File: config.mk
export PLATFORM = sky130hd
export DESIGN_NAME = rr_grant_mux
export DESIGN_NICKNAME = d
export VERILOG_FILES = /design/src/rtl/rr_grant_mux.sv
export SDC_FILE = /design/constraint.sdc
export NUM_CORES = 1
export LEC_CHECK = 0
export CAP_MARGIN = 20
export CORE_AREA = 4 4 60 62
export CTS_CLUSTER_DIAMETER = 200
export CTS_CLUSTER_SIZE = 20
export DETAILED_ROUTE_END_ITERATION = 12
export DIE_AREA = 0 0 64 66
export GPL_TIMING_DRIVEN = 0
export PLACE_DENSITY_LB_ADDON = 0.08
export SYNTH_ARGS = -nofsm -noshare
export SYNTH_HDL_FRONTEND = slang
export SYNTH_SLANG_ARGS = --single-unit
File: constraint.sdc
create_clock -name clk -period 2.3 [get_ports clk]
set_input_delay 0.345 -clock clk [delete_from_list [all_inputs] [get_ports clk]]
set_output_delay 0.345 -clock clk [all_outputs]
set_load 0.05 [all_outputs]
File: src/rtl/rr_grant_mux.sv
// rtl/rr_grant_mux.sv - burst forwarder that locks onto a one-hot arbiter grant
// Optional idle timeout in XFER: define RRM_IDLE_TIMEOUT_EN.
module rr_grant_mux #(
    parameter int DATA_W    = 8,
    parameter int BURST_LEN = 4,
    parameter int TIMEOUT   = 8
) (
    input  logic                  clk,
    input  logic                  reset,
    input  logic [3:0]            gnt,
    input  logic [4*DATA_W-1:0]   req_data,
    input  logic [3:0]            req_valid,
    output logic [3:0]            req_ready,
    output logic [DATA_W-1:0]     out_data,
    output logic                  out_valid,
    input  logic                  out_ready,
    output logic [1:0]            out_src,
    output logic                  busy,
    output logic                  burst_done,
    output logic                  gnt_err
);

    localparam int CNT_W = $clog2(BURST_LEN + 1);
    localparam logic [CNT_W-1:0] BURST_CNT = CNT_W'(BURST_LEN);
    localparam logic [CNT_W-1:0] LAST_BEAT = CNT_W'(BURST_LEN - 1);

    typedef enum logic [1:0] {IDLE, XFER, DRAIN} state_t;

    state_t           state;
    state_t           state_nxt;
    logic [1:0]       owner;
    logic [1:0]       gnt_idx;
    logic [CNT_W-1:0] beat_cnt;
    logic             gnt_onehot;
    logic             gnt_multi;
    logic             room;
    logic             accept;
    logic             last_accept;
    logic             drain_exit;
    logic             force_drain;

    always_comb begin
        gnt_idx = 2'd0;
        if (gnt[3])      gnt_idx = 2'd3;
        else if (gnt[2]) gnt_idx = 2'd2;
        else if (gnt[1]) gnt_idx = 2'd1;
    end

    assign gnt_onehot  = (gnt != 4'd0) && ((gnt & (gnt - 4'd1)) == 4'd0);
    assign gnt_multi   = (gnt != 4'd0) && !gnt_onehot;
    assign room        = !out_valid || out_ready;
    assign accept      = |(req_ready & req_valid);
    assign last_accept = accept && (beat_cnt == LAST_BEAT);
    assign drain_exit  = !out_valid || out_ready;

`ifdef RRM_IDLE_TIMEOUT_EN
    localparam int IDLE_W = $clog2(TIMEOUT + 1);
    logic [IDLE_W-1:0] idle_cnt;

    always_ff @(posedge clk or posedge reset) begin
        if (reset)
            idle_cnt <= '0;
        else if (state == XFER && !accept)
            idle_cnt <= idle_cnt + 1'b1;
        else
            idle_cnt <= '0;
    end

    assign force_drain = (state == XFER) && !accept && (idle_cnt == IDLE_W'(TIMEOUT - 1));
`else
    // No idle limit: a silent owner parks the block in XFER.
    assign force_drain = (TIMEOUT < 0);
`endif

    always_ff @(posedge clk or posedge reset) begin
        if (reset)
            state <= IDLE;
        else
            state <= state_nxt;
    end

    always_comb begin
        state_nxt = state;
        case (state)
            IDLE:    if (gnt_onehot) state_nxt = XFER;
            XFER:    if (last_accept || force_drain) state_nxt = DRAIN;
            DRAIN:   if (drain_exit) state_nxt = IDLE;
            default: state_nxt = IDLE;
        endcase
    end

    // req_ready deliberately has no path from req_valid.
    always_comb begin
        req_ready = 4'd0;
        if (state == XFER && room && beat_cnt < BURST_CNT)
            req_ready[owner] = 1'b1;
        busy = (state != IDLE);
    end

    always_ff @(posedge clk or posedge reset) begin
        if (reset) begin
            owner      <= 2'd0;
            beat_cnt   <= '0;
            out_data   <= '0;
            out_valid  <= 1'b0;
            out_src    <= 2'd0;
            burst_done <= 1'b0;
            gnt_err    <= 1'b0;
        end else begin
            burst_done <= (state == DRAIN) && drain_exit;
            gnt_err    <= (state == IDLE) && gnt_multi;
            if (state == IDLE && gnt_onehot) begin
                owner    <= gnt_idx;
                beat_cnt <= '0;
            end
            if (accept) begin
                out_data  <= req_data[owner*DATA_W +: DATA_W];
                out_valid <= 1'b1;
                out_src   <= owner;
                beat_cnt  <= beat_cnt + 1'b1;
            end else if (out_ready) begin
                out_valid <= 1'b0;
            end
        end
    end

endmodule

# [Word level (Yosys, flattened, before mapping)]
# Index checks and enable logic that the tools add are counted.
[word_totals] reg_bits=20 in_bits=43 output_inout_bits=18 wordCells=56
[op_classes] addsub=2 order_cmp=3 n_eq_ne=6 shifts=1 n_mux=14 n_bitwise=2 reduce_logical=20
[op_table] op="32-bit by 6-bit indexed part select with 8-bit output" count=1
[op_table] op="2-bit 2-to-1 mux" count=5
[op_table] op="1-bit logical AND" count=9
[op_table] op="4-bit AND" count=2
[op_table] op="3-bit 2-to-1 mux" count=2
[op_table] op="2-bit != test, second input constant" count=3
[op_table] op="2-bit case mux with 3 select lines" count=1
[op_table] op="2-bit nonzero test" count=3
[op_table] op="4-bit logical NOT" count=1
[op_table] op="1-bit 2-to-1 mux" count=4
[op_table] op="4-bit 2-to-1 mux" count=1
[op_table] op="4-bit nonzero test" count=1
[op_table] op="4-bit OR reduction" count=1
[op_table] op="4-bit by 1-bit subtractor with 4-bit output, second input constant" count=1
[op_table] op="3-bit by 1-bit adder with 3-bit output, second input constant" count=1
[op_table] op="3-bit by 2-bit == test with 1-bit output, second input constant" count=1
[op_table] op="2-bit by 3-bit < comparator with 1-bit output, second input constant" count=1
[op_table] op="3-bit < comparator, second input constant" count=1
[op_table] op="3-bit AND reduction" count=1
[op_table] op="1-bit demux with 2-bit select" count=1
[op_table] op="2-bit by 1-bit == test with 1-bit output, second input constant" count=1
[op_table] op="2-bit == test, second input constant" count=1
[op_table] op="2-bit by 1-bit >= comparator with 1-bit output, second input constant" count=1
[op_table] op="1-bit logical NOT" count=2
[op_table] op="2 further kinds" count=2

# [Logic depth before layout (Yosys ltp)]
[logic_depth] ltp_word=10 mapped_depth=6 ltp_nobuf=4

# [Worst setup path before layout]
# Ideal clock, no wire load.
[synth_path] path_type="reg-to-output" startpoint="register out_valid" endpoint="output port req_ready[2]" arrival_time_ns=2.346 t_required_ns=1.955 path_slack_ns=-0.391 stages_incl_launch_ff=3 n_path_buf=0 cell_sequence="dfrtp_1 > nor2b_1 > nor4_1"
[synth_via] elab_chain_len=5
[synth_rtl] item="start: declaration" line="15" text="output logic out_valid,"
[synth_rtl] item="start signal: assignment" line="105" text="out_valid <= 1'b0;"
[synth_rtl] item="start signal: assignment" line="118" text="out_valid <= 1'b1;"
[synth_rtl] item="start signal: assignment" line="122" text="out_valid <= 1'b0;"
[synth_rtl] item="1-bit logical NOT" line="51" text="assign room = !out_valid || out_ready;"
[synth_rtl] item="1-bit logical OR" line="51"
[synth_rtl] item="1-bit logical AND (2 in a row)" line="95" text="if (state == XFER && room && beat_cnt < BURST_CNT)"
[synth_rtl] item="4-bit 2-to-1 mux" line="95"
[synth_rtl] item="end: declaration" line="13" text="output logic [3:0] req_ready,"
# No other way between the ends.

# [Final worst setup path]
[layout_path] startpoint="input port out_ready" endpoint="output port req_ready[0]"
[layout_via] elab_chain_len=4
[layout_rtl] item="start: declaration" line="16" text="input logic out_ready,"
[layout_rtl] item="1-bit logical OR" line="51"
[layout_rtl] item="1-bit logical AND (2 in a row)" line="95"
[layout_rtl] item="4-bit 2-to-1 mux" line="95"
# No other way between the ends.

==> run metrics <==
outcome=finished clean; fin crit share=92.22%; initial antenna violation count=0; largest fanout on the critical path=7; final net count=203; final worst setup slack=179.0 ps; Max Cap Viol=0; slew margin rel.=48.08%; number of cell rows=20; Net Count, Synth=140; largest net degree at the start of global routing=21; crit path kind=in2out; fin crit period=2121 ps; Crit path required time=1960 ps; TritonRoute pass-1 iters=2; post-synthesis sequential area ratio=43.29%; grt total ovfl=0; Post-DP HPWL=2.418 mm; layout cells sized above 1=22.93%; register area=500.5 um^2; Final Cell Area=1841 um^2; routed len/inst=14.95 um; DR iter-0 viols=17; clock-pin slew of the registers on the worst-case setup and hold paths=120 ps; Lkg Pwr=0.7635 nW; initial core utilization=38.18%; Post-CTS Setup Repair Bufs=0; Syn Area/Cell=12.17 um^2; vias in the first global route=1062; synth-to-layout area growth=59.20%; EDFF count, synth=0; Top Ports=61; clk root buf=clkbuf_4; final wirelength=3.004 mm; final-layout fill cell count=268; via count=983; Clock Tree Buf Depth=2; Multi-input gate area=616.8 um^2; CTS H-Tree Depth=1; startpoint types=input port; setup_tns=0 ps; first-pass GRT wire length=4.947 mm; Final Setup Violations=0; DRC violations left=0; Clk Latency, worst-skew pair=310 ps; Synth Flop Type=dfrtp_1; Pwr Density=1209 nW/um^2; # diodes=0; crit path DAT=1780 ps; die area=4224 um^2; Yosys warnings=0; Die Y=66 um; ANT nets after route=0; FMAX=471.5 MHz; clock sink count=20; Post-Route Skew=5.863 ps; number of synthesized register bits=20; Hold Path Class=in2reg; total core area=3028 um^2; worst slack, placed=-315.7 ps; Max VDD drop=0.4668 mV; Global Route Usage Sum=15.04%; DR vias/cell=4.891; CP Capture Type=primary output; Mapped Area=1156 um^2; Slew Limit Fails=0; Die Wd=64 um; total CTS buffers=3; area post-placement=1813 um^2; GPL Wtd Cong=0.7617; Hold Violations, Final=0; TritonCTS clock tree=done; Post-Route Utilization=60.79%; worst slew pin tran=778.0 ps; post-synthesis cell type count=34; RSZ-0062 raised after global routing=no; Gate Count Post-Synth=95; post-synthesis async set-or-reset flop share=100.0%; I/O Buffers=59; Total Power=2.225 mW
-- area by class of cell --
type | count | share of cell area [%]
Sequential cell | 20 | 27.19
Timing Repair Buffer | 59 | 31.48
Tap cell | 44 | 2.991
Multi-Input combinational cell | 63 | 33.51
Clock buffer | 4 | 1.971
Buffer | 6 | 1.835
Inverter | 5 | 1.020
-- repair_timing --
action | CTS | global route
setup endpoints to repair | 5 | 3
hold buffers | 0 | 0
gates resized for setup | 10 | 3
cloned | 0 | 0
pin swaps | 0 | 0
-- cells by family after synthesis --
| family | Yosys count | synth area share [%] |
|---|---|---|
| xor gates and xnor gates | 1 | 0.7577 |
| adders and majority gates | 3 | 3.030 |
| DFF | 20 | 43.29 |
| muxes | 19 | 26.41 |
| and+or+nand+nor | 26 | 13.96 |
| buffers and inverters | 12 | 4.762 |
| AOI/OAI and AO/OA | 14 | 7.793 |
-- worst paths after layout --
path                           start      endpoint  slack, ps  cells past startpoint
setup / recovery           out_ready  req_ready[0]        180                      5
hold / removal                gnt[3]      owner[1]        390                      3
setup reg to reg            state[1]   out_data[7]        270                      5
hold reg to reg             state[0]    burst_done        490                      1
max in group asynchronous      reset    out_src[0]       1350                      2
min in group asynchronous      reset   out_data[5]        460                      2
-- placed cells by master, fill, tap and decap left out, types with 2 or more instances in the layout --
cell             count
buf_2                2
clkbuf_1             2
clkbuf_2             3
clkbuf_4             3
clkdlybuf4s50_1     54
dfrtp_1             20
dlygate4sd2_1        2
ha_1                 2
inv_1                5
mux2_2               8
mux2i_1              2
mux4_2               8
nand2_1              2
nand2b_1             3
nor2_1               4
nor3_1               2
nor4b_1              2
o2111ai_1            2
o21ai_0              7
or2_2                2
-- cell usage after synthesis, types with 2 or more instances --
| master | count | area, um^2 |
|---|---|---|
| nand2_1 | 2 | 7.510 |
| mux2_2 | 8 | 90.09 |
| clkbuf_1 | 4 | 15.01 |
| nor4b_1 | 2 | 17.52 |
| or2_2 | 2 | 12.51 |
| mux4_2 | 8 | 180.2 |
| nand2b_1 | 3 | 18.77 |
| ha_1 | 2 | 25.02 |
| o21ai_0 | 7 | 35.03 |
| o2111ai_1 | 2 | 17.52 |
| mux2i_1 | 2 | 20.02 |
| nor3_1 | 3 | 15.01 |
| buf_2 | 2 | 10.01 |
| inv_1 | 5 | 18.77 |
| nor2_1 | 4 | 15.01 |
| dfrtp_1 | 20 | 500.5 |
| nor3b_1 | 2 | 15.01 |
-- worst max-delay path, stage by stage --
cell and delay [ps]:
clkdlybuf4s50_1 400, nor2b_1 410, nor3_2 110, nor3b_2 180, clkdlybuf4s15_2 340
-- metal layers --
layer  global-route usage (%)  wire, um  part of all wire (%)
met4                    4.852        31                   1.0
met3                    4.252       183                   6.1
met2                    26.97      1548                    52
met1                    17.15      1239                    41
met5                        0         0                     0
-- per-stage QoR --
stage / std cells / hold slack (ps)
2_1_floorplan: 95 / 308.8
3_3_place_gp: 198 / 466.3
3_5_place_dp: 198 / 466.9
4_1_cts: 201 / 383.9
5_1_grt: 201 / 409.7
6_report: 201 / 394.1
-- flip-flops by register name, indices dropped and copies added, names as in the netlist --
| name | flops |
|---|---|
| state | 2 |
| beat_cnt | 3 |
| gnt_err | 1 |
| out_valid | 1 |
| burst_done | 1 |
| out_src | 2 |
| owner | 2 |
| out_data | 8 |
-- power by group --
group / switching [mW] / total [mW] / internal, mW
combinational: 0.805 / 1.42 / 0.614
clock: 0.116 / 0.212 / 0.0967
sequential: 0.0907 / 0.593 / 0.502
Power figures use the tool's default switching activity.
